--- src/rtl/ernic_rq_cidb_scheduler.sv ---
// RQ consumer-index doorbell scheduler: coalesces per-QP doorbell updates into a
// pending table and issues RQCI register writes round-robin over valid/ready.
module ernic_rq_cidb_scheduler #(
  parameter int unsigned NUM_QP      = 8,
  parameter int unsigned QP_IDX_W    = 3,
  parameter logic [31:0] BASE_ADDR   = 32'h5004_0200,
  parameter logic [31:0] QP_STRIDE   = 32'h100,
  parameter logic [31:0] CIDB_OFFSET = 32'h34
) (
  input  logic              core_clk,
  input  logic              core_rst_n,
  input  logic              enable,
  input  logic              db_valid,
  input  logic [9:0]        db_addr,
  input  logic [31:0]       db_data,
  output logic              db_rdy,
  output logic              cidb_wr_valid,
  output logic [31:0]       cidb_wr_addr,
  output logic [15:0]       cidb_wr_data,
  input  logic              cidb_wr_rdy,
  output logic [NUM_QP-1:0] pending_vec,
  output logic [15:0]       issued_cnt,
  output logic [15:0]       coalesced_cnt,
  output logic [7:0]        drop_cnt
);

  typedef enum logic [0:0] {StIdle, StIssue} state_e;

  state_e                state;
  logic [QP_IDX_W-1:0]   last_grant;
  logic [QP_IDX_W-1:0]   cur_grant;
  logic [15:0]           pend_data [NUM_QP];

  logic [7:0]            db_idx;
  logic [QP_IDX_W-1:0]   db_qp;
  logic                  db_fire;
  logic                  db_ok;
  logic                  gnt_found;
  logic [QP_IDX_W-1:0]   gnt_idx;
  logic [QP_IDX_W-1:0]   cand;
  logic                  grant_now;
  logic                  unused_db;

  assign unused_db = ^db_data[31:16];

  assign db_idx  = db_addr[9:2];
  assign db_qp   = db_idx[QP_IDX_W-1:0];
  assign db_fire = db_valid & db_rdy;
  assign db_ok   = (db_addr[1:0] == 2'b00) && (db_idx != 8'd0) && (32'(db_idx) < NUM_QP);

  // Search upward from the slot after the last completed grant, wrapping.
  always_comb begin
    gnt_found = 1'b0;
    gnt_idx   = '0;
    cand      = '0;
    for (int unsigned i = 1; i <= NUM_QP; i++) begin
      cand = last_grant + QP_IDX_W'(i);
      if (!gnt_found && pending_vec[cand]) begin
        gnt_found = 1'b1;
        gnt_idx   = cand;
      end
    end
  end

  assign grant_now = (state == StIdle) && enable && gnt_found;

  always_ff @(posedge core_clk or negedge core_rst_n) begin
    if (!core_rst_n) begin
      state         <= StIdle;
      last_grant    <= QP_IDX_W'(NUM_QP - 1);
      cur_grant     <= '0;
      cidb_wr_valid <= 1'b0;
      cidb_wr_addr  <= '0;
      cidb_wr_data  <= '0;
      pending_vec   <= '0;
      issued_cnt    <= '0;
      coalesced_cnt <= '0;
      drop_cnt      <= '0;
      db_rdy        <= 1'b0;
      for (int i = 0; i < NUM_QP; i++) pend_data[i] <= '0;
    end else begin
      db_rdy <= 1'b1;

      unique case (state)
        StIdle: begin
          if (grant_now) begin
            cur_grant            <= gnt_idx;
            cidb_wr_addr         <= BASE_ADDR + 32'(gnt_idx) * QP_STRIDE + CIDB_OFFSET;
            cidb_wr_data         <= pend_data[gnt_idx];
            pending_vec[gnt_idx] <= 1'b0;
            cidb_wr_valid        <= 1'b1;
            state                <= StIssue;
          end
        end
        StIssue: begin
          if (cidb_wr_rdy) begin
            cidb_wr_valid <= 1'b0;
            issued_cnt    <= issued_cnt + 16'd1;
            last_grant    <= cur_grant;
            state         <= StIdle;
          end
        end
        default: state <= StIdle;
      endcase

      // Accept after the grant clear so a same-cycle update to the granted QP stays pending.
      if (db_fire) begin
        if (db_ok) begin
          pend_data[db_qp]   <= db_data[15:0];
          pending_vec[db_qp] <= 1'b1;
          if (pending_vec[db_qp] && !(grant_now && gnt_idx == db_qp) &&
              coalesced_cnt != 16'hFFFF) begin
            coalesced_cnt <= coalesced_cnt + 16'd1;
          end
        end else if (drop_cnt != 8'hFF) begin
          drop_cnt <= drop_cnt + 8'd1;
        end
      end
    end
  end

endmodule

--- config.mk ---
export PLATFORM = sky130hd
export DESIGN_NAME = ernic_rq_cidb_scheduler
export DESIGN_NICKNAME = d
export VERILOG_FILES = /design/src/rtl/ernic_rq_cidb_scheduler.sv
export SDC_FILE = /design/constraint.sdc
export NUM_CORES = 1
export LEC_CHECK = 0
export CORE_UTILIZATION = 40
export CTS_CLUSTER_SIZE = 30
export DETAILED_ROUTE_END_ITERATION = 8
export PLACE_DENSITY_LB_ADDON = 0.05
export REMOVE_ABC_BUFFERS = 1
export SYNTH_ARGS = -nofsm -noshare
export SYNTH_HDL_FRONTEND = slang
export SYNTH_SLANG_ARGS = --single-unit
--- constraint.sdc ---
create_clock -name core_clk -period 5.25 [get_ports core_clk]
set_input_delay 1.05 -clock core_clk [delete_from_list [all_inputs] [get_ports core_clk]]
set_output_delay 1.05 -clock core_clk [all_outputs]
set_load 0.005 [all_outputs]
==> results of run 1 <==
[layout make-up]
type                    instances  area, um^2  area share (%)
flip-flops and latches        205        5130            40.8
multi-input cells             596        4850            38.6
clock inverters                 4        35.0           0.279
clock buffers                  39         757            6.02
inverters                      12        45.0           0.358
well taps                     330         413            3.28
repair buffers                141        1340            10.7
[synthesized netlist by cell type, types with 4 or more instances]
cell	number	area [um^2]
a32oi_1	5	43.8
ha_1	5	62.6
o2111ai_1	8	70.1
xor2_1	8	70.1
o21a_1	5	37.5
mux4_2	15	338
nor3_1	5	25.0
a311oi_1	15	131
mux2_2	126	1420
nand3_1	29	145
xnor2_1	33	289
o21ai_0	36	180
inv_1	11	41.3
mux2i_1	59	591
o31ai_1	4	30.0
clkbuf_1	51	191
and4_1	7	61.3
and2_1	5	31.3
buf_4	30	225
a221o_1	11	110
o211ai_1	6	45.0
and3_1	32	200
nand2b_1	7	43.8
nand2_1	66	248
o21ai_1	6	30.0
dfrtp_1	202	5050
nor2_1	22	82.6
buf_6	4	45.0
buf_2	14	70.1
nor2b_1	4	25.0
a21oi_1	12	60.1
[path summary, 6_finish.rpt]
kind,startpoint,end,slack (ps),cells past startpoint
setup / recovery,last_grant[1],cidb_wr_data[11],780,12
setup reg to reg,last_grant[1],cidb_wr_data[11],780,12
hold reg to reg,pend_data[112],pend_data[112],370,0
hold / removal,pend_data[112],pend_data[112],370,0
min in group asynchronous,core_rst_n,coalesced_cnt[11],620,1
max in group asynchronous,core_rst_n,pend_data[87],3520,2
[cell families after synthesis]
logic type	after synthesis	synth area share [%]
mux	200	22.4
other cells	2	0.0717
fa+ha+maj	5	0.598
simple gates	192	9.38
xor+xnor	41	3.43
compound gates	135	9.44
flops	205	49.0
buf+inv	114	5.63
[power by group through the flow]
stage | Clock, W | Combinational [W] | Sequential (W)
3_5_place_dp | 0 | 0.00221 | 0.00188
5_1_grt | 0.00175 | 0.00237 | 0.00187
4_1_cts | 0.00168 | 0.00221 | 0.00185
3_3_place_gp | 0 | 0.00219 | 0.00187
6_report | 0.00163 | 0.00220 | 0.00185
2_1_floorplan | 0 | 0.00118 | 0.00190
[state kept, by name, summed over array words and instances, names as in the netlist]
| name | cells |
|---|---|
| pending_vec | 8 |
| drop_cnt | 8 |
| cidb_wr_addr | 5 |
| cur_grant | 2 |
| db_rdy | 1 |
| cidb_wr_data | 16 |
| last_grant | 3 |
| state | 1 |
| issued_cnt | 16 |
| pend_data | 128 |
| cidb_wr_valid | 1 |
| coalesced_cnt | 16 |
[per-layer routing]
| metal | global-route usage [%] | vias to the layer above |
|---|---|---|
| met2 | 35.9 | 172 |
| li1 | - | 3370 |
| met3 | 2.42 | 38 |
| met5 | 0 | - |
| met4 | 5.43 | 0 |
| met1 | 27.5 | 3732 |
[per-stage QoR]
stage / TNS (ps) / setup slack (ps)
final: 0 / 778
after global routing: 0 / 553
after CTS: 0 / 781
after detailed placement: 0 / 840
after global placement: 0 / 820
after floorplan: -19660 / -1160
[placed cells by master, fill, tap and decap left out, types with 3 or more instances in the layout]
cell type,n
mux4_2,15
clkdlybuf4s50_1,105
nand3_1,29
conb_1,23
a21o_1,3
o31ai_1,4
clkbuf_1,5
clkbuf_8,11
a22o_1,3
a221o_1,11
a32oi_1,5
a21oi_1,12
nor3_1,5
a311oi_1,15
mux2_2,126
xor2_1,8
nor2b_1,4
mux2i_1,59
o21a_1,5
and2_1,5
o21ai_1,6
buf_4,34
inv_1,11
clkbuf_16,24
and4_1,7
nor4_1,3
and3_1,32
o2111ai_1,8
nand2_1,65
o21ai_0,36
nand2b_1,7
ha_1,5
or3_1,3
xnor2_1,33
dfrtp_1,202
dfstp_2,3
nor2_1,22
a41oi_1,3
o211ai_1,6
==> results.tsv, run 1 <==
stage	metric	value	unit
status	outcome	completed	
setup_path	critical-path cell list	buf_4 -> ha_1 -> xor2_1 -> mux2_2 -> or4_4 -> nor4_4 -> o32a_1 -> or2_1 -> buf_4 -> nand2_1 -> o21a_1 -> a32oi_1	
clock_tree	Num CTS Buffers	24	
layout	antenna diode count	0	
logic_synthesis	Syn. warnings	0	
pwr	Total Power	0.00568	W
placement	port bufs	106	
clock_tree	H-tree Lvls	1	
sta	crit share post-route	85.2	%
logic_synthesis	Syn Inst Count	894	
layout	fin util	49.5	%
setup_path	Arr. time, crit path	4910	ps
routing	DR vias	7312	
grt	number of global-route vias before repair	7641	
clock_tree	clock latency at the later pin of the worst-skew pair	520	ps
clock_tree	Root Buffer	clkbuf_16	
logic_synthesis	#FFs+latches synth	205	
pwr	Comb pwr share	38.7	%
routing	Iter 0 DRT Violations	369	
sta	worst hold margin	371	ps
routing	routed wire length	27.1	mm
pwr	Sw Share	36.9	%
run	max_cap viols	0	
floorplanning	Initial Util	41.2	%
logic_synthesis	count of cell types in the netlist	63	
setup_path	Crit path required time	5690	ps
setup_path	Crit Path Category	reg -> reg	
grt	first-pass GRT wire length	43.0	mm
pwr	power per cell area	452	nW/um^2
layout	share of cells above drive strength 1	22.9	%
setup_path	CP max stage delay	590	ps
layout	area grow syn2layout	20.1	%
worst_hold_path	min-delay worst type	reg -> reg	
pwr	VDD IR max	327	uV
routing	Metal-1 WL	12.0	mm
logic_synthesis	number of flops mapped to enable cells by yosys	0	
clock_tree	clock sink count	205	
grt	all-layer global routing usage	20.8	%
placement	RD Place Congestion	0.878	
setup_path	kind of end point of the critical path	flip-flop	
pwr	Seq pwr share	32.6	%
pwr	switching power	0.00209	W
sta	clk_skew	20.0	ps
routing	top layer reached by signal wires	met4	
grt	antenna violations before repair	0	
clock_tree	hold buffers post-CTS	0	
sta	RSZ-0062 raised after global routing	false	
pwr	Clock Power Share	28.8	%
routing	metal3 WL	1.26	mm
placement	DP Cell Count	1284	
sta	f_max	0.224	GHz
layout	Cell Count, Final, Fillers Out	1327	
logic_synthesis	sequential area share after synthesis	49.0	%
placement	DP HPWL	17.4	mm
clock_tree	quantity of gates resized following cts	0	
setup_path	CP max FO	22	
sta	Final Max Slew Viols	0	
layout	fin area	12600	um^2
sta	Fin. Hold Viols	0	
setup_path	Worst Path Buf+Inv	2	
routing	Routed Antenna Nets	0	
clock_tree	Worst-path clk slew	60	ps
grt	gr ovfl total	0	
sta	relative slew slack	33.2	%
layout	Fill cells	2276	
clock_tree	TritonCTS clock tree	yes	
routing	metal2 WL	13.4	mm
logic_synthesis	Netlist Area Pre-Place	10500	um^2
floorplanning	Vert. Die Dim	164	um
routing	WL/cell	20.4	um
logic_synthesis	Synth Area per Inst	11.7	um^2
setup_path	Critical-path top delay cell	or4_4	
pwr	Leak	5.84	nW
routing	DRT Pass-1 Iters	4	
floorplanning	Cell Rows	58	
clock_tree	clock buffer depth	3	
setup_path	most frequent CP cell	buf_4	
setup_path	delay-heaviest family, CP	simple AND/OR/NAND/NOR gates	
routing	vias per cell	5.51	
layout	final net count	1032	
floorplanning	Die Area	26800	um^2
floorplanning	core area	25400	um^2
logic_synthesis	async set or reset register ratio after synthesis	100	%
floorplanning	die width	164	um
floorplanning	num ports	145	
logic_synthesis	ys flop type	dfrtp_1	
setup_path	CP Launch Type	flip-flop	
routing	DRC	0	
sta	worst-margin pin slew	1000	ps
grt	largest net degree at the start of global routing	105	
clock_tree	postcts setup bufs	0	
pwr	Internal Power	0.00359	W
sta	Period minus WS final	4470	ps
sta	# setup viols final	0	
placement	placed cell area	11800	um^2
No activity file was read; power rests on OpenSTA's default activity.
==> run 2: changes to the inputs <==
- DONT_BUFFER_PORTS: unset -> 1
==> results.tsv, run 2 (synthesis gave the netlist of run 1 again) <==
stage	metric	value	unit
status	outcome	completed	
grt	all-layer global routing usage	20.1	%
clock_tree	H-tree Lvls	1	
clock_tree	clock sink count	205	
layout	final net count	924	
grt	gr ovfl total	0	
routing	vias per cell	5.75	
routing	WL/cell	21.7	um
pwr	Sw Share	37.3	%
placement	DP HPWL	16.5	mm
routing	Routed Antenna Nets	0	
setup_path	Critical-path top delay cell	ha_1	
clock_tree	hold buffers post-CTS	0	
layout	Reg with most FFs	pend_data	
routing	routed wire length	26.5	mm
layout	most frequent cells in the layout	202 x dfrtp_1, 126 x mux2_2, 65 x nand2_1	
pwr	Leak	5.43	nW
setup_path	CP max FO	14	
pwr	Internal Power	0.00344	W
sta	worst-margin pin slew	1010	ps
sta	Final Max Slew Viols	0	
setup_path	Crit path required time	5640	ps
setup_path	Arr. time, crit path	4900	ps
setup_path	critical-path cell list	inv_1 -> ha_1 -> mux2_2 -> mux4_2 -> o32a_1 -> nor4_4 -> or3_1 -> buf_4 -> a21oi_1 -> o2111ai_2 -> buf_4 -> o2111ai_1 -> xnor2_1	
floorplanning	die width	164	um
grt	first-pass GRT wire length	41.5	mm
pwr	Total Power	0.00549	W
routing	DRC	0	
pwr	Comb pwr share	35.9	%
pwr	switching power	0.00205	W
sta	relative slew slack	32.9	%
floorplanning	Initial Util	41.2	%
layout	max reg flops	128	
floorplanning	num ports	145	
sta	clk_skew	18.3	ps
floorplanning	Cell Rows	58	
layout	area grow syn2layout	9.86	%
clock_tree	Root Buffer	clkbuf_16	
sta	Period minus WS final	4520	ps
setup_path	Worst Path Buf+Inv	3	
setup_path	CP max stage delay	630	ps
layout	fin area	11500	um^2
layout	fin util	45.3	%
sta	crit share post-route	86.0	%
layout	share of cells above drive strength 1	24.8	%
grt	antenna violations before repair	0	
sta	setup TNS	0	ps
setup_path	kind of end point of the critical path	flip-flop	
sta	RSZ-0062 raised after global routing	false	
placement	port bufs	0	
clock_tree	postcts setup bufs	0	
floorplanning	Vert. Die Dim	164	um
placement	placed cell area	10700	um^2
routing	DRT Pass-1 Iters	4	
setup_path	most frequent CP cell	buf_4	
pwr	Clock Power Share	29.8	%
clock_tree	clock buffer depth	3	
setup_path	delay-heaviest family, CP	multiplexers	
floorplanning	Die Area	26800	um^2
sta	worst hold margin	230	ps
layout	antenna diode count	0	
setup_path	CP Launch Type	flip-flop	
run	max_cap viols	0	
pwr	Seq pwr share	34.3	%
sta	Fin. Hold Viols	0	
routing	Iter 0 DRT Violations	471	
clock_tree	Worst-path clk slew	60	ps
sta	f_max	0.221	GHz
floorplanning	core area	25400	um^2
grt	largest net degree at the start of global routing	206	
grt	number of global-route vias before repair	7309	
pwr	power per cell area	477	nW/um^2
sta	# setup viols final	0	
clock_tree	quantity of gates resized following cts	0	
routing	DR vias	7015	
clock_tree	Num CTS Buffers	24	
placement	RD Place Congestion	0.855	
setup_path	Crit Path Category	reg -> reg	
clock_tree	clock latency at the later pin of the worst-skew pair	520	ps
clock_tree	TritonCTS clock tree	yes	
pwr	VDD IR max	241	uV
worst_hold_path	min-delay worst type	in -> async	
layout	commonest non-fill, non-tap cell in the layout	dfrtp_1	
-- run 2: metrics by stage --
| stage | std cells | setup WS (ps) |
|---|---|---|
| 4_1_cts | 1220 | 758 |
| 5_1_grt | 1220 | 519 |
| 3_5_place_dp | 1176 | 814 |
| 2_1_floorplan | 813 | -1160 |
| 3_3_place_gp | 1176 | 844 |
| 6_report | 1220 | 734 |
-- run 2: routing by layer --
metal / vias up / share of wire, % / GRT usage, %
li1: 3161 / - / -
met1: 3610 / 44 / 26.3
met2: 202 / 49 / 34.2
met3: 42 / 4.9 / 3.28
met4: 0 / 2.0 / 5.89
met5: - / 0 / 0
-- run 2: path summary, 6_finish.rpt --
check / cells after the start / end / from / slack, ps
worst max-delay path: 13 / coalesced_cnt[5] / last_grant[1] / 730
max in group asynchronous: 0 / last_grant[1] / core_rst_n / 4560
worst min-delay path: 0 / coalesced_cnt[12] / core_rst_n / 230
worst min register to register: 0 / pend_data[114] / pend_data[114] / 370
worst max register to register: 13 / coalesced_cnt[5] / last_grant[1] / 730
min in group core_clk: 0 / pend_data[114] / pend_data[114] / 370
-- run 2: layout make-up --
type	instances	area (um^2)
flip-flops and latches	205	5130
inverters	12	45.0
multi-input cells	596	4840
clock buffers	40	721
clock inverters	4	63.8
repair buffers	33	285
well taps	330	413
fillers	2336	13900
-- run 2: worst register-to-register path, delay by kind of cell (launching register included) --
kind / cells / cell delay, ps
buffers and inverters: 3 / 590
XOR/XNOR: 1 / 160
flip-flops: 1 / 520
AND/OR/NAND/NOR: 2 / 720
adder cells (fa/ha/maj): 1 / 630
AO/OA/AOI/OAI: 4 / 860
multiplexers: 2 / 900
-- run 2: power by group through the flow --
stage               sequential, W  combinational (W)  clock, W
floorplan                 0.00190            0.00118         0
global route              0.00190            0.00212   0.00174
detailed placement        0.00191            0.00196         0
global placement          0.00191            0.00194         0
finish                    0.00188            0.00197   0.00163
CTS                       0.00188            0.00197   0.00168
==> run 3: changes to the inputs <==
- CORE_UTILIZATION: 40 -> 45
==> results.tsv, run 3 (synthesis gave the netlist of run 1 again) <==
stage	metric	value	unit
layout	commonest non-fill, non-tap cell in the layout	dfrtp_1	
grt	largest net degree at the start of global routing	206	
clock_tree	hold buffers post-CTS	0	
floorplanning	Cell Rows	55	
setup_path	Crit path required time	5640	ps
clock_tree	Worst-path clk slew	60	ps
sta	crit share post-route	86.0	%
floorplanning	Die Area	23900	um^2
pwr	Seq pwr share	34.9	%
grt	gr ovfl total	0	
sta	# setup viols final	0	
floorplanning	num ports	145	
placement	port bufs	0	
layout	Reg with most FFs	pend_data	
clock_tree	TritonCTS clock tree	yes	
layout	area grow syn2layout	8.97	%
layout	most frequent cells in the layout	202 x dfrtp_1, 126 x mux2_2, 65 x nand2_1	
sta	Fin. Hold Viols	0	
clock_tree	Num CTS Buffers	24	
clock_tree	Root Buffer	clkbuf_16	
sta	f_max	0.222	GHz
setup_path	Crit Path Category	reg -> reg	
sta	Period minus WS final	4510	ps
layout	Cell Count, Final, Fillers Out	1170	
placement	DP Cell Count	1127	
routing	routed wire length	25.6	mm
layout	final net count	920	
clock_tree	quantity of gates resized following cts	0	
pwr	power per cell area	474	nW/um^2
sta	Final Max Slew Viols	0	
setup_path	Worst Setup SP	last_grant[1]	
grt	first-pass GRT wire length	41.1	mm
clock_tree	H-tree Lvls	1	
setup_path	kind of end point of the critical path	flip-flop	
clock_tree	clock sink count	205	
layout	share of cells above drive strength 1	24.7	%
floorplanning	Initial Util	46.1	%
grt	all-layer global routing usage	22.0	%
floorplanning	Vert. Die Dim	155	um
setup_path	r2r endpoint	cidb_wr_data[1]	
pwr	Clock Power Share	29.1	%
routing	vias per cell	5.92	
placement	RD Place Congestion	0.866	
pwr	Comb pwr share	36.0	%
setup_path	reg2reg path depth	12	
setup_path	CP max FO	19	
pwr	Internal Power	0.00339	W
sta	clk_skew	32.3	ps
routing	Iter 0 DRT Violations	330	
clock_tree	clock buffer depth	3	
worst_hold_path	min-delay worst type	in -> async	
layout	fin util	50.2	%
setup_path	Reg2Reg Setup Slack	740	ps
routing	DR vias	6924	
grt	number of global-route vias before repair	7276	
sta	worst-margin pin slew	1010	ps
grt	antenna violations before repair	0	
sta	setup TNS	0	ps
placement	placed cell area	10600	um^2
pwr	switching power	0.00202	W
setup_path	CP Launch Type	flip-flop	
routing	Routed Antenna Nets	0	
setup_path	CP Capture Point	cidb_wr_data[1]	
clock_tree	clock latency at the later pin of the worst-skew pair	530	ps
status	outcome	completed	
layout	max reg flops	128	
floorplanning	core area	22700	um^2
setup_path	Arr. time, crit path	4900	ps
layout	antenna diode count	0	
run	max_cap viols	0	
routing	DRC	0	
setup_path	R2R Path Start	last_grant[1]	
placement	DP HPWL	15.8	mm
routing	WL/cell	21.9	um
sta	RSZ-0062 raised after global routing	false	
pwr	Leak	5.41	nW
layout	fin area	11400	um^2
routing	DRT Pass-1 Iters	4	
sta	relative slew slack	32.7	%
floorplanning	die width	155	um
pwr	Sw Share	37.4	%
clock_tree	postcts setup bufs	0	
pwr	VDD IR max	275	uV
[run 3: layer usage]
metal	global-route usage, %	vias up	part of all wire (%)
li1	-	3145	-
met1	28.2	3558	43
met2	37.9	176	50
met3	3.92	45	5.2
met4	6.55	0	2.4
met5	0	-	0
[run 3: worst max-delay path, stage by stage (launching register included)]
cell and delay [ps]:
dfstp_2 520, inv_1 80, ha_1 610, mux4_2 380
and2_1 140, o32a_1 480, nor3_2 160, a2111oi_4 960
nor2_1 180, buf_4 300, a311oi_1 290, o211ai_1 130
o221a_1 150
[run 3: how the worst min path moves through the flow]
stage               cells after the start  slack [ps]          endpoint      startpoint
finish                                  0         240  coalesced_cnt[6]      core_rst_n
global route                            0         220  coalesced_cnt[6]      core_rst_n
CTS                                     0         200            db_rdy      core_rst_n
detailed placement                      0         360    pend_data[127]  pend_data[127]
global placement                        0         360    pend_data[121]  pend_data[121]
floorplan                               0         350    pend_data[121]  pend_data[121]
[run 3: stage by stage]
stage / hold slack (ps) / worst slack, ps / power [W]
floorplan: 346 / -1160 / 0.00308
global placement: 357 / 732 / 0.00384
detailed placement: 360 / 715 / 0.00386
CTS: 200 / 701 / 0.00547
global route: 216 / 360 / 0.00568
finish: 239 / 737 / 0.00541
[run 3: area by class of cell]
type	count	area (um^2)
fillers	2038	11300
flip-flops and latches	205	5130
multi-input cells	596	4850
clock buffers	38	723
well taps	285	357
repair buffers	29	255
inverters	12	45.0
clock inverters	5	42.5
[run 3: power by group through the flow]
stage | logic [W] | registers [W] | clock network (W)
finish | 0.00195 | 0.00188 | 0.00157
global route | 0.00210 | 0.00190 | 0.00168
CTS | 0.00196 | 0.00189 | 0.00163
detailed placement | 0.00195 | 0.00191 | 0
global placement | 0.00193 | 0.00191 | 0
floorplan | 0.00118 | 0.00190 | 0
==> edit (config.mk and constraints of run 3) <==
`CIDB_OFFSET`: 32'h34 -> 32'h1A.
--- a/src/rtl/ernic_rq_cidb_scheduler.sv
+++ b/src/rtl/ernic_rq_cidb_scheduler.sv
@@ -6,5 +6,5 @@
   parameter logic [31:0] BASE_ADDR   = 32'h5004_0200,
   parameter logic [31:0] QP_STRIDE   = 32'h100,
-  parameter logic [31:0] CIDB_OFFSET = 32'h34
+  parameter logic [31:0] CIDB_OFFSET = 32'h1A
 ) (
   input  logic              core_clk,
Check against the original RTL: not equivalent (a bounded check fails within 4 cycles, from zero or initial values and one cycle with core_rst_n low).
==> edit against run 3 <==
Synthesized area is 1.8% lower. First-iteration DRC count stayed put. Highest routed layer unchanged. Synthesized cell count is 8.6% lower. Sequential cell count stayed put. Via count is 8.6% lower. Wire length is 12% lower. Worst setup slack worse by 0.20 ns. Critical path depth stayed put. Cell area is 1.6% lower.
Power is not compared: it rests on default switching activity, and its combinational part moved more than twofold at a synthesized area within 25%.
==> edit: results (changes against run 3) <==
Global route
- via count of the first global-routing pass: 6553, -9.9%
- largest net degree at the start of global routing: 206, unchanged
- first-pass GRT wire length: 36700 um, -11%
- initial antenna violation count: 0, unchanged
- met2 routing resource usage after global routing: 0.338, -0.0405
- met1 global-route usage: 0.253, -0.0287
- met3 usage in global routing: 0.0377, -0.00152
- overall global routing resource usage: 0.197, -0.0229

Synth
- sequential-to-total area share from yosys stat: 0.499, +0.00901
- distinct cell type count of the synthesized netlist: 68, +7.9%
- biggest area contributors in the synthesized netlist: dfrtp_1, mux2_2, mux4_2
- number of warnings printed during yosys synthesis: 0, unchanged
- proportion of synthesized flip-flops having asynchronous set or reset: 1.00, unchanged
- Commonest cells post-synth: dfrtp_1, mux2_2, nand2_1
- cells after synthesis: 817, -8.6%

Cells and area
- register bank with the most flops: pend_data
- final antenna diode count: 0, unchanged
- number of nets in the final layout: 851, -7.5%
- max reg flops: 128, unchanged
- ratio of cells with drive above 1 in the final layout: 0.310, +0.0629

Route
- final wirelength: 22700 um, -12%
- detailed-routed wire length on met2: 11500 um, -9.8%
- total length of routed met3 wires: 1040 um, -23%
- number of iterations in the first detailed-routing pass: 4, unchanged
- number of violations reported at the end of detailed-routing iteration 0: 330, unchanged
- Routed met1 length: 9610 um, -12%
- via density per instance: 5.80, -2.0%
- vias after detailed routing: 6330, -8.6%
- top routing layer in use: met4

Clocking
- number of buffers created by CTS: 25, +4.2%
- worst-skew pair later-pin latency: 0.52 ns
- Post-CTS Resized: 0, unchanged
- H-Tree Depth: 1, unchanged
- clock transition at the register clock pins on the worst setup and hold paths after CTS: 0.06 ns, about the same

Placed design
- Placed Instances: 1052, -6.7%
- area after detailed placement: 10400 sq um, -2.3%
- last weighted congestion value of the routability-driven placer: 0.862, -0.48%
- detailed-placement wirelength estimate: 14300 um, -9.8%
- Port Buffer Count: 0, unchanged
- post-place setup slack: 0.540 ns, -0.175 ns

Worst setup path
- slowest cell on the critical path: dfstp_2
- data arrival time of the critical path: 5.09 ns, +0.19 ns
- CP Max Fanout: 14, -5
- highest cell delay on the worst timing path: 0.74 ns, -0.22 ns

STA
- Max Clock Skew: 0.0176 ns, -0.0147 ns
- Hold Slack: 0.232 ns, -0.00744 ns
- Relative slew margins: 0.328, +0.00101

Hold path
- class of the tightest hold or removal check: input pin to async pin

Outcome
- outcome: completed

==> edit: cell types whose count changed after synthesis, moves of 17 or more <==
cell      delta
xor2_1      +17
mux2i_1     -17
and3_1      -17
xnor2_1     -17
o21ai_0     -19
clkbuf_1    -21
==> edit: power by group <==
group	internal (W)	switching, W	total, W
clock	0.00109	0.000643	0.00174
sequential	0.00170	0.000150	0.00185
combinational	0.000399	0.000563	0.000962
total	0.00319	0.00136	0.00455
==> edit: worst paths after layout <==
path,to,slack (ns),depth (start not counted),start
max,coalesced_cnt[13],0.54,12,last_grant[0]
min,coalesced_cnt[7],0.23,0,core_rst_n
min in group core_clk,pend_data[121],0.37,0,pend_data[121]
min reg2reg,pend_data[121],0.37,0,pend_data[121]
max reg2reg,coalesced_cnt[13],0.54,12,last_grant[0]
max in group asynchronous,last_grant[0],4.59,0,core_rst_n
==> edit: kinds of logic after synthesis <==
group / count (synthesis) / synth area share
AND/OR/NAND/NOR: 156 / 0.0779
AO/OA/AOI/OAI: 103 / 0.0729
multiplexers: 206 / 0.250
adder cells (fa/ha/maj): 5 / 0.00608
XOR/XNOR: 44 / 0.0397
other: 2 / 0.000730
flip-flops: 205 / 0.499
buffers and inverters: 96 / 0.0538
==> edit: critical path: cells and delay by family, from the launching register on <==
family,cells,cell delay [ns]
buffers and inverters,2,0.48
muxes,2,1.03
xor gates and xnor gates,2,0.37
adders and majority gates,1,0.50
and+or+nand+nor,2,0.61
AOI/OAI and AO/OA,3,0.84
DFF,1,0.74
==> edit: cell type report <==
class	count	area, sq um
Clock buffer	33	716
Tap cell	280	350
Inverter	12	45.0
Sequential cell	205	5130
Clock inverter	7	116
Fill cell	1911	10900
Multi-Input combinational cell	537	4720
Timing Repair Buffer	18	148
